--- src/rtl/serial_adder_unit_if.sv ---
// Operand/result bundle for serial_adder_unit: request side (start, A, B, sub)
// and the busy/done handshake with result and ALU flags.
interface serial_adder_unit_if #(
  parameter int WIDTH = 64
);
  logic             start;
  logic [WIDTH-1:0] A;
  logic [WIDTH-1:0] B;
  logic             sub;
  logic             busy;
  logic             done;
  logic [WIDTH-1:0] result;
  logic             negative;
  logic             zero;
  logic             overflow;
  logic             carry_out;

  modport master (
    output start, A, B, sub,
    input  busy, done, result, negative, zero, overflow, carry_out
  );

  modport slave (
    input  start, A, B, sub,
    output busy, done, result, negative, zero, overflow, carry_out
  );
endinterface

--- src/rtl/serial_adder_unit.sv ---
// Bit-serial adder: one full-adder cell plus carry flop, LSB first, WIDTH cycles.
// Subtraction is built only when SERIAL_ADDER_SUB_EN is defined.
//
// state | meaning
// IDLE  | waiting for start; result/flags hold the last value
// RUN   | one operand bit pair per cycle through the full-adder cell
// DONE  | one-cycle done pulse; a new start here goes straight back to RUN
module serial_adder_unit #(
  parameter int WIDTH = 64
) (
  input logic                clk,
  input logic                reset,
  serial_adder_unit_if.slave bus
);

  localparam int CW = (WIDTH > 2) ? $clog2(WIDTH) : 1;
  localparam logic [CW-1:0] CNT_LAST = CW'(WIDTH - 1);
  localparam logic [CW-1:0] CNT_MSB_CIN = CW'(WIDTH - 2);

  typedef enum logic [1:0] {
    IDLE = 2'd0,
    RUN  = 2'd1,
    DONE = 2'd2
  } state_t;

  state_t state_q;
  state_t state_d;

  logic [WIDTH-1:0] sa;
  logic [WIDTH-1:0] sb;
  logic [WIDTH-1:0] acc;
  logic [CW-1:0]    cnt;
  logic             c;
  logic             cin_msb;

  logic [WIDTH-1:0] result_q;
  logic             negative_q;
  logic             zero_q;
  logic             overflow_q;
  logic             carry_out_q;

  logic             accept;
  logic             busy_c;
  logic             done_c;
  logic             last_bit;
  logic             fa_sum;
  logic             fa_cout;
  logic [WIDTH-1:0] acc_next;

  // full-adder cell fed by the low operand bits and the carry flop
  always_comb begin
    fa_sum   = sa[0] ^ sb[0] ^ c;
    fa_cout  = (sa[0] & sb[0]) | (c & (sa[0] ^ sb[0]));
    acc_next = {fa_sum, acc[WIDTH-1:1]};
  end

  always_ff @(posedge clk) begin
    if (reset) begin
      state_q <= IDLE;
    end else begin
      state_q <= state_d;
    end
  end

  always_comb begin
    state_d  = state_q;
    accept   = 1'b0;
    busy_c   = 1'b0;
    done_c   = 1'b0;
    last_bit = 1'b0;
    case (state_q)
      IDLE: begin
        if (bus.start) begin
          accept  = 1'b1;
          state_d = RUN;
        end
      end
      RUN: begin
        busy_c = 1'b1;
        if (cnt == CNT_LAST) begin
          last_bit = 1'b1;
          state_d  = DONE;
        end
      end
      DONE: begin
        done_c = 1'b1;
        if (bus.start) begin
          accept  = 1'b1;
          state_d = RUN;
        end else begin
          state_d = IDLE;
        end
      end
      default: begin
        state_d = IDLE;
      end
    endcase
  end

  always_ff @(posedge clk) begin
    if (reset) begin
      sa          <= '0;
      sb          <= '0;
      acc         <= '0;
      cnt         <= '0;
      c           <= 1'b0;
      cin_msb     <= 1'b0;
      result_q    <= '0;
      negative_q  <= 1'b0;
      zero_q      <= 1'b0;
      overflow_q  <= 1'b0;
      carry_out_q <= 1'b0;
    end else if (accept) begin
      sa  <= bus.A;
      acc <= '0;
      cnt <= '0;
`ifdef SERIAL_ADDER_SUB_EN
      sb  <= bus.sub ? ~bus.B : bus.B;
      c   <= bus.sub;
`else
      sb  <= bus.B;
      c   <= 1'b0;
`endif
    end else if (state_q == RUN) begin
      sa  <= sa >> 1;
      sb  <= sb >> 1;
      acc <= acc_next;
      c   <= fa_cout;
      cnt <= cnt + 1'b1;
      if (cnt == CNT_MSB_CIN) begin
        cin_msb <= fa_cout;
      end
      // visible outputs move only here, so they stay stable through RUN
      if (last_bit) begin
        result_q    <= acc_next;
        negative_q  <= fa_sum;
        zero_q      <= (acc_next == '0);
        carry_out_q <= fa_cout;
        overflow_q  <= cin_msb ^ fa_cout;
      end
    end
  end

  assign bus.busy      = busy_c;
  assign bus.done      = done_c;
  assign bus.result    = result_q;
  assign bus.negative  = negative_q;
  assign bus.zero      = zero_q;
  assign bus.overflow  = overflow_q;
  assign bus.carry_out = carry_out_q;

endmodule

--- src/flat_wrapper.sv ---
// flat-port wrapper written by rule: the top's interface ports become plain ports
module serial_adder_unit_flat 
#(
  parameter int WIDTH = 64
)
  (clk, reset, bus_start, bus_A, bus_B, bus_sub, bus_busy, bus_done, bus_result, bus_negative, bus_zero, bus_overflow, bus_carry_out);
  serial_adder_unit_if #(.WIDTH(WIDTH)) bus_i ();
  input logic clk;
  input logic reset;
  input wire logic [$bits(bus_i.start)-1:0] bus_start;
  input wire logic [$bits(bus_i.A)-1:0] bus_A;
  input wire logic [$bits(bus_i.B)-1:0] bus_B;
  input wire logic [$bits(bus_i.sub)-1:0] bus_sub;
  output wire logic [$bits(bus_i.busy)-1:0] bus_busy;
  output wire logic [$bits(bus_i.done)-1:0] bus_done;
  output wire logic [$bits(bus_i.result)-1:0] bus_result;
  output wire logic [$bits(bus_i.negative)-1:0] bus_negative;
  output wire logic [$bits(bus_i.zero)-1:0] bus_zero;
  output wire logic [$bits(bus_i.overflow)-1:0] bus_overflow;
  output wire logic [$bits(bus_i.carry_out)-1:0] bus_carry_out;
  assign bus_i.start = bus_start;
  assign bus_i.A = bus_A;
  assign bus_i.B = bus_B;
  assign bus_i.sub = bus_sub;
  assign bus_busy = bus_i.busy;
  assign bus_done = bus_i.done;
  assign bus_result = bus_i.result;
  assign bus_negative = bus_i.negative;
  assign bus_zero = bus_i.zero;
  assign bus_overflow = bus_i.overflow;
  assign bus_carry_out = bus_i.carry_out;
  serial_adder_unit #(.WIDTH(WIDTH)) u_core (.clk(clk), .reset(reset), .bus(bus_i));
endmodule
--- config.mk ---
export PLATFORM = sky130hd
export DESIGN_NAME = serial_adder_unit_flat
export DESIGN_NICKNAME = d
export VERILOG_FILES = /design/src/rtl/serial_adder_unit_if.sv /design/src/rtl/serial_adder_unit.sv /design/src/flat_wrapper.sv
export SDC_FILE = /design/constraint.sdc
export NUM_CORES = 1
export LEC_CHECK = 0
export ABC_AREA = 1
export CAP_MARGIN = 20
export CORE_MARGIN = 4
export CORE_UTILIZATION = 29
export DETAILED_ROUTE_END_ITERATION = 10
export DONT_BUFFER_PORTS = 1
export GPL_ROUTABILITY_DRIVEN = 0
export GPL_TIMING_DRIVEN = 1
export SETUP_SLACK_MARGIN = 0.05
export SYNTH_ARGS = -nofsm -noshare
export SYNTH_HDL_FRONTEND = slang
export SYNTH_SLANG_ARGS = --single-unit
--- constraint.sdc ---
create_clock -name clk -period 3.73 [get_ports clk]
set_input_delay 0.5595 -clock clk [delete_from_list [all_inputs] [get_ports clk]]
set_output_delay 0.5595 -clock clk [all_outputs]
set_load 0.05 [all_outputs]
* After elaboration in Yosys (flattened, before gate mapping)
Index checks and enable logic that the tools add are counted.
** Operators by class
- Bitwise gates (word level) :: 7
- Mux-type cells :: 14
- Reductions and logical operators :: 8
- Equal/unequal tests :: 6
- $add $sub $neg :: 1
** Operators by type and width (count)
- $mux W64 :: 4
- $logic_not A64 Y1 :: 1
- $eq A6 B6 Y1 const B :: 2
- $mux W1 :: 7
- $add A6 B1 Y6 const B :: 1
- $pmux W2 S3 :: 1
- $reduce_and A3 Y1 :: 2
- $mux W2 :: 2
- $reduce_or A2 Y1 :: 2
- $xor A1 B1 Y1 :: 3
- $and A1 B1 Y1 :: 2
- $eq A2 B1 Y1 const B :: 1
- $eq A2 B2 Y1 const B :: 1
- $logic_not A2 Y1 :: 1
- $ne A2 B1 Y1 const B :: 1
- $ne A2 B2 Y1 const B :: 1
- $reduce_and A2 Y1 :: 1
- $reduce_bool A2 Y1 :: 1
- $not A1 Y1 :: 1
- $or A1 B1 Y1 :: 1
** Storage, ports and cells
- Logic and storage cells :: 48
- Bits in registers :: 270
- Input bits :: 132

* Logic depth before layout (Yosys ltp)
Gate-level depths: netlist of run 1.
- Word-level depth :: 5
- Gate-level depth with buffers :: 10
- Gate-level depth less buffers :: 10

* Least setup slack after synthesis of run 1
Ideal clock, no wire load.
- Kind :: reg-to-output
- Start :: register u_core.state_q[0]
- End :: output bus_busy
- Cell stages (with the launch flop) :: 5
- Slack :: 1.820 ns
- Required time :: 3.171 ns
- Arrival time :: 1.350 ns
- Cells stage by stage :: dfxtp_1 nand2_2 clkinv_1 buf_2 buf_1
** Between the ends
- Longest elaborated chain between the ends :: 2
** RTL lines
- start, declared :: line serial_adder_unit.sv:26 : state_t state_q;
- start signal, assigned :: line serial_adder_unit.sv:61 : state_q <= state_d;
- $eq A2 B1 Y1 :: line serial_adder_unit.sv:71 : case (state_q)
- $mux W1 :: line serial_adder_unit.sv:71
- end, declared :: line flat_wrapper.sv:14 : output wire logic [$bits(bus_i.busy)-1:0] bus_busy;
Every way passes these cells.

* Final worst setup path of run 1
Ends and elaborated chain as after synthesis.

==> flow_summary_export.csv, run 1 <==
group,metric,value,unit
run_status,status,"finished, final reports clean",
setup_path,criticalPathCategory,"reg2out",
setup_path,cp_num_buf_inv,2,
power_and_ir_drop,ir_worst_vdd,350,uV
setup_path,crit_slowest_cell,"dfxtp_1",
grt,antenna_found_initial,1,
power_and_ir_drop,pwr-share-comb,8.0,%
setup_path,startpoint_type,"register",
setup_path,crit_chain,"nand2_2 > inv_6 > buf_4",
routing,wl,26100,um
placement,numPortBuffers,0,
worst_hold_path,hold_class,"in2reg",
routing,detail_route.wl_per_cell,14.6,um
timing,maxSlewViolCount,0,
setup_path,critical_path_peak_fanout,54,
clocking,ctsResizeCount,0,
grt,grt_pass1_vias,8227,
clocking,cts_hold_buf,0,
setup_path,crit_family,"buffers and inverters",
routing,detail_route.iter0.violations,397,
synthesis,synth_area,10200,um2
timing,rsz0062_at_grt,"false",
power_and_ir_drop,p_sw,0.00159,W
timing,period_share,65.1,%
floorplan,dieArea,38300,um2
timing,fin_skew,0.0109,ns
timing,slew_headroom,32.1,%
layout,num-fill-cells,3669,
routing,vias,8489,
timing,worstMarginPinSlew,1.01,ns
clocking,clockBufferDepth,3,
power_and_ir_drop,pwr-share-seq,48.4,%
power_and_ir_drop,clkPwrFrac,43.6,%
timing,layout_setup_ws,1.30,ns
synthesis,ys_ff_latch,268,
timing,period_needed,2.43,ns
grt,grt_pass1_wl,42300,um
flow_run,cap_violations,0,
synthesis,synth_ff_type,"dfxtp_1",
synthesis,synth_warnings,0,
timing,setup_viol,0,
synthesis,yosysTopAreaCellShare,52.5,%
synthesis,syn-mean-instance-area,7.46,um2
synthesis,ys_seq_area_share,52.5,%
floorplan,rows,68,
layout,multi_input_area,4270,um2
synthesis,ys_types,30,
routing,ant_nets,0,
layout,syn2layout_area_growth,11.5,%
timing,final.setup.tns,0,ns
routing,drc,0,
synthesis,syn-instance-count,1371,
layout,regArea,5370,um2
synthesis,synth_edf_count,0,
timing,finalHoldViolCount,0,
setup_path,worstPathArrival,1.87,ns
grt,grt.overflow.total,0,
placement,place_ws,1.35,ns
power_and_ir_drop,internal_power,0.00478,W
clocking,post-cts-setup-buffers,0,
grt,grt_start_max_net_pins,171,
floorplan,fp.dieW,196,um
setup_path,crit_path_max_incr_delay,0.40,ns
layout,nets,1452,
synthesis,synthTopCellsByArea,"dfxtp_1, nand2_1, a31oi_1",
grt,grtUsageTotal,13.0,%
routing,viasPerCell,4.73,
clocking,clk_pin_slew,0.06,ns
layout,layout-drive-gt1-share,4.93,%
clocking,htreeDepth,1,
clocking,cts.sinks,268,
routing,firstDrtPassIters,5,
clocking,clk_latency,0.55,ns
setup_path,cp.required,3.17,ns
synthesis,syn_nets,1506,
clocking,cts_tree,"done",
clocking,numCtsBuffers,29,
timing,fmax,0.412,GHz
floorplan,initial_core_util,29.5,%
synthesis,yosysTopAreaCell,"dfxtp_1",
clocking,cts_root_buf,"clkbuf_16",
layout,antenna_cells,0,
power_and_ir_drop,p_per_area,559,nW/um2
power_and_ir_drop,p_leak,3.97,nW
floorplan,io_pins,202,
setup_path,cp-end-kind,"output port",
power_and_ir_drop,swShare,24.9,%
synthesis,synth-async-reset-ratio,0,%
floorplan,core_area,34600,um2
placement,hpwl,16600,um
floorplan,die_y,196,um
[Yosys cell counts, types with 2 or more instances]
cell	n
ha_1	2
a21oi_1	97
buf_4	3
clkbuf_1	55
buf_1	7
inv_1	34
a211oi_1	12
nor2_1	57
nand2_1	600
nor3_1	2
nor3b_1	2
o21ai_0	25
buf_2	30
nand3_1	33
buf_6	4
dfxtp_1	268
a31oi_1	127
[per-stage QoR]
stage	util (%)	cell area [um2]	power (W)	cells	hold WS (ns)
2_1_floorplan	-	10200	0.00355	1371	0.440
3_3_place_gp	30.2	10500	0.00365	1740	0.451
3_5_place_dp	30.3	10500	0.00366	1741	0.458
4_1_cts	32.9	11400	0.00649	1793	0.0546
5_1_grt	32.9	11400	0.00668	1793	0.0537
6_report	32.9	11400	0.00637	1793	0.0899
[cells by family after synthesis]
group           synth area share [%]
flops                           52.5
fa+ha+maj                      0.441
simple gates                    26.4
xor+xnor                       0.171
buf+inv                         5.78
compound gates                  14.7
[metal layers]
layer  vias up  track usage, %  share of wire [%]  routed length [um]
met4         2            3.59                2.4                 629
met1      3864            16.4                 44               11400
met5         -               0              0.077                  20
li1       4372               -                  -                   -
met2       208            21.3                 45               11800
met3        43            4.64                8.4                2200
[power groups by stage]
stage	Combinational, W	Clock (W)	Sequential, W
4_1_cts	0.000519	0.00288	0.00308
2_1_floorplan	0.000432	0	0.00312
3_5_place_dp	0.000519	0	0.00314
6_report	0.000507	0.00278	0.00308
3_3_place_gp	0.000509	0	0.00314
5_1_grt	0.000584	0.00300	0.00310
[worst reg2reg max path, delay by kind of cell, from the launching register on]
kind,cells,cell delay [ns]
AOI/OAI and AO/OA,1,0.22
DFF,1,0.34
buffers and inverters,2,1.18
and+or+nand+nor,2,0.31
[registers in the layout, summed over array words and instances (netlist names)]
signal and count:
u_core.sa 64, u_core.bus.overflow 1, u_core.cnt 6, u_core.c 1, u_core.bus.carry_out 1, u_core.sb 64, u_core.acc 63, u_core.bus.zero 1
u_core.state_q 2, u_core.bus.result 64, u_core.cin_msb 1
[path summary, 6_finish.rpt]
| kind | start | end | slack, ns | cells after the start |
|---|---|---|---|---|
| worst min register to register | u_core.sb[53] | u_core.sb[53] | 0.46 | 2 |
| worst min-delay path | reset | u_core.sa[5] | 0.09 | 1 |
| worst max register to register | u_core.state_q[0] | u_core.sa[52] | 1.60 | 5 |
| worst max-delay path | u_core.state_q[0] | bus_busy | 1.30 | 3 |
[cell type report]
cell class | count | area share (%)
Multi-Input combinational cell | 967 | 37.5
Tap cell | 455 | 4.99
Clock inverter | 11 | 0.999
Inverter | 37 | 1.30
Clock buffer | 41 | 7.02
Timing Repair Buffer | 14 | 1.14
Sequential cell | 268 | 47.1
[layout by cell type (no fill, tap or decap), types with 3 or more instances in the layout]
| master | count |
|---|---|
| inv_1 | 33 |
| a211oi_1 | 12 |
| a21oi_1 | 97 |
| buf_4 | 12 |
| nand2_1 | 600 |
| clkinv_2 | 7 |
| clkbuf_16 | 29 |
| nor2_1 | 56 |
| dfxtp_1 | 268 |
| a31oi_1 | 127 |
| nand3_1 | 33 |
| clkbuf_1 | 9 |
| clkbuf_8 | 3 |
| o21ai_0 | 25 |
(Power assumes the default switching activity.)
==> inputs of run 2 (changes only) <==
==> constraint.sdc (replaced) <==
create_clock -name clk -period 2.19 [get_ports clk]
set_input_delay 0.3285 -clock clk [delete_from_list [all_inputs] [get_ports clk]]
set_output_delay 0.3285 -clock clk [all_outputs]
set_load 0.05 [all_outputs]
==> run 2 against run 1 <==
Clock skew rose by 0.0042 ns. Cell count rose by 7.4%. Combinational power rose by 140%. Via count rose by 8.5%. Register-to-register slack got worse by 1.4 ns. Largest power group unchanged.
==> flow_summary_export.csv, run 2 (same netlist as run 1, synthesis figures left out) <==
group,metric,value,unit
setup_path,crit_family,"buffers and inverters",
setup_path,r2r_slack,0.18,ns
layout,syn2layout_area_growth,27.0,%
clocking,cts_tree,"done",
timing,slew_headroom,51.8,%
setup_path,crit_slowest_cell,"dlygate4sd3_1",
placement,hpwl,16900,um
routing,vias,9212,
grt,grt_pass1_wl,46600,um
floorplan,io_pins,202,
placement,placed_area,10600,um2
layout,mostFrequentLayoutCells,"nand2_1, dfxtp_1, a31oi_1, dlygate4sd3_1, a21oi_1",
layout,final_area,13000,um2
layout,final_common_cell,"nand2_1",
clocking,cts.sinks,268,
routing,detail_route.wl_per_cell,14.8,um
setup_path,cp-end-kind,"register",
setup_path,criticalPathCategory,"reg2reg",
timing,period_share,91.8,%
floorplan,dieArea,38300,um2
setup_path,startpoint_type,"register",
clocking,clk_latency,0.54,ns
setup_path,worstPathArrival,2.49,ns
routing,wl,28500,um
layout,antenna_cells,0,
clocking,clk_pin_slew,0.06,ns
floorplan,core_area,34600,um2
timing,final.setup.tns,0,ns
timing,fin_skew,0.0151,ns
grt,grt_pass1_vias,9203,
timing,layout_setup_ws,0.179,ns
timing,setup_viol,0,
grt,grtUsageTotal,14.3,%
clocking,clockBufferDepth,3,
grt,grt_start_max_net_pins,129,
setup_path,critical_path_peak_fanout,46,
power_and_ir_drop,p_per_area,899,nW/um2
timing,rsz0062_at_grt,"false",
setup_path,crit_chain,"nand2_2 > clkinv_8 > buf_12 > nand2_1 > a31oi_1 > dlygate4sd3_1",
run_status,status,"finished, final reports clean",
timing,worstMarginPinSlew,0.722,ns
power_and_ir_drop,p_leak,4.78,nW
routing,ant_nets,0,
floorplan,fp.dieW,196,um
power_and_ir_drop,ir_worst_vdd,615,uV
grt,antenna_found_initial,0,
timing,finalHoldViolCount,0,
clocking,htreeDepth,1,
routing,viasPerCell,4.78,
clocking,numCtsBuffers,29,
floorplan,die_y,196,um
setup_path,cp.required,2.67,ns
placement,numPortBuffers,0,
layout,nets,1587,
layout,layout-drive-gt1-share,5.17,%
layout,post-route-util,37.5,%
grt,grt.overflow.total,0,
routing,detail_route.iter0.violations,406,
timing,period_needed,2.01,ns
placement,place_ws,0.283,ns
timing,maxSlewViolCount,0,
setup_path,cp_num_buf_inv,3,
floorplan,rows,68,
worst_hold_path,hold_class,"in2reg",
flow_run,cap_violations,0,
routing,drc,0,
clocking,cts_root_buf,"clkbuf_16",
floorplan,initial_core_util,29.5,%
routing,firstDrtPassIters,5,
timing,fmax,0.497,GHz
setup_path,crit_path_max_incr_delay,0.56,ns
run 2: cell count changes in the layout (fill, tap and decap cells not counted), sizes merged:
cell,previous run,this run
clkinv,8,3
clkinvlp,2,0
bufinv,2,4
inv,36,34
buf,14,21
clkbuf,41,47
dlygate4sd3,0,127
run 2: worst register-to-register path, cell delays in order (launching register included):
cell and delay [ns]:
dfxtp_1 0.40, nand2_2 0.17, clkinv_8 0.22, buf_12 0.27, nand2_1 0.15, a31oi_1 0.18, dlygate4sd3_1 0.56
run 2: per-layer routing:
metal	share of wire (%)	vias up	wire [um]	track usage, %
li1	-	4648	-	-
met1	43	4262	12300	17.8
met2	47	261	13400	24.5
met3	7.6	41	2160	3.81
met4	2.1	0	592	3.52
met5	0	-	0	0
run 2: area by class of cell:
| class | count | area, um2 |
|---|---|---|
| Fill cell | 3512 | 21700 |
| Clock inverter | 4 | 120 |
| Inverter | 37 | 165 |
| Sequential cell | 268 | 5370 |
| Multi-Input combinational cell | 967 | 4280 |
| Tap cell | 455 | 569 |
| Timing Repair Buffer | 149 | 1580 |
| Clock buffer | 46 | 900 |
run 2: where the power goes:
part           internal [W]  switching [W]  leakage, nW
registers           0.00511       0.000138         2.18
clock network       0.00325        0.00195        0.500
logic              0.000507       0.000711         2.09
total               0.00887        0.00280         4.78
run 2: path summary, 6_finish.rpt:
| path | from | endpoint | cells past startpoint |
|---|---|---|---|
| max | u_core.state_q[0] | u_core.sb[61] | 6 |
| max reg2reg | u_core.state_q[0] | u_core.sb[61] | 6 |
| min | bus_A[41] | u_core.sa[41] | 2 |
| min reg2reg | u_core.sb[63] | u_core.sb[63] | 2 |
run 2: repair_timing:
item,4_1_cts,5_1_grt
hold buffers,128,0
setup buffers,0,0
gates resized for setup,0,8
endpoints found under the hold margin,168,0
setup endpoints to repair,0,52
run 2: through the flow:
stage / hold slack [ns] / instances / power [W]
finish: 0.0250 / 1926 / 0.0117
global route: 0.00544 / 1926 / 0.0122
CTS: 0.00634 / 1925 / 0.0118
detailed placement: 0.413 / 1747 / 0.00630
global placement: 0.411 / 1747 / 0.00627
floorplan: 0.440 / 1371 / 0.00605
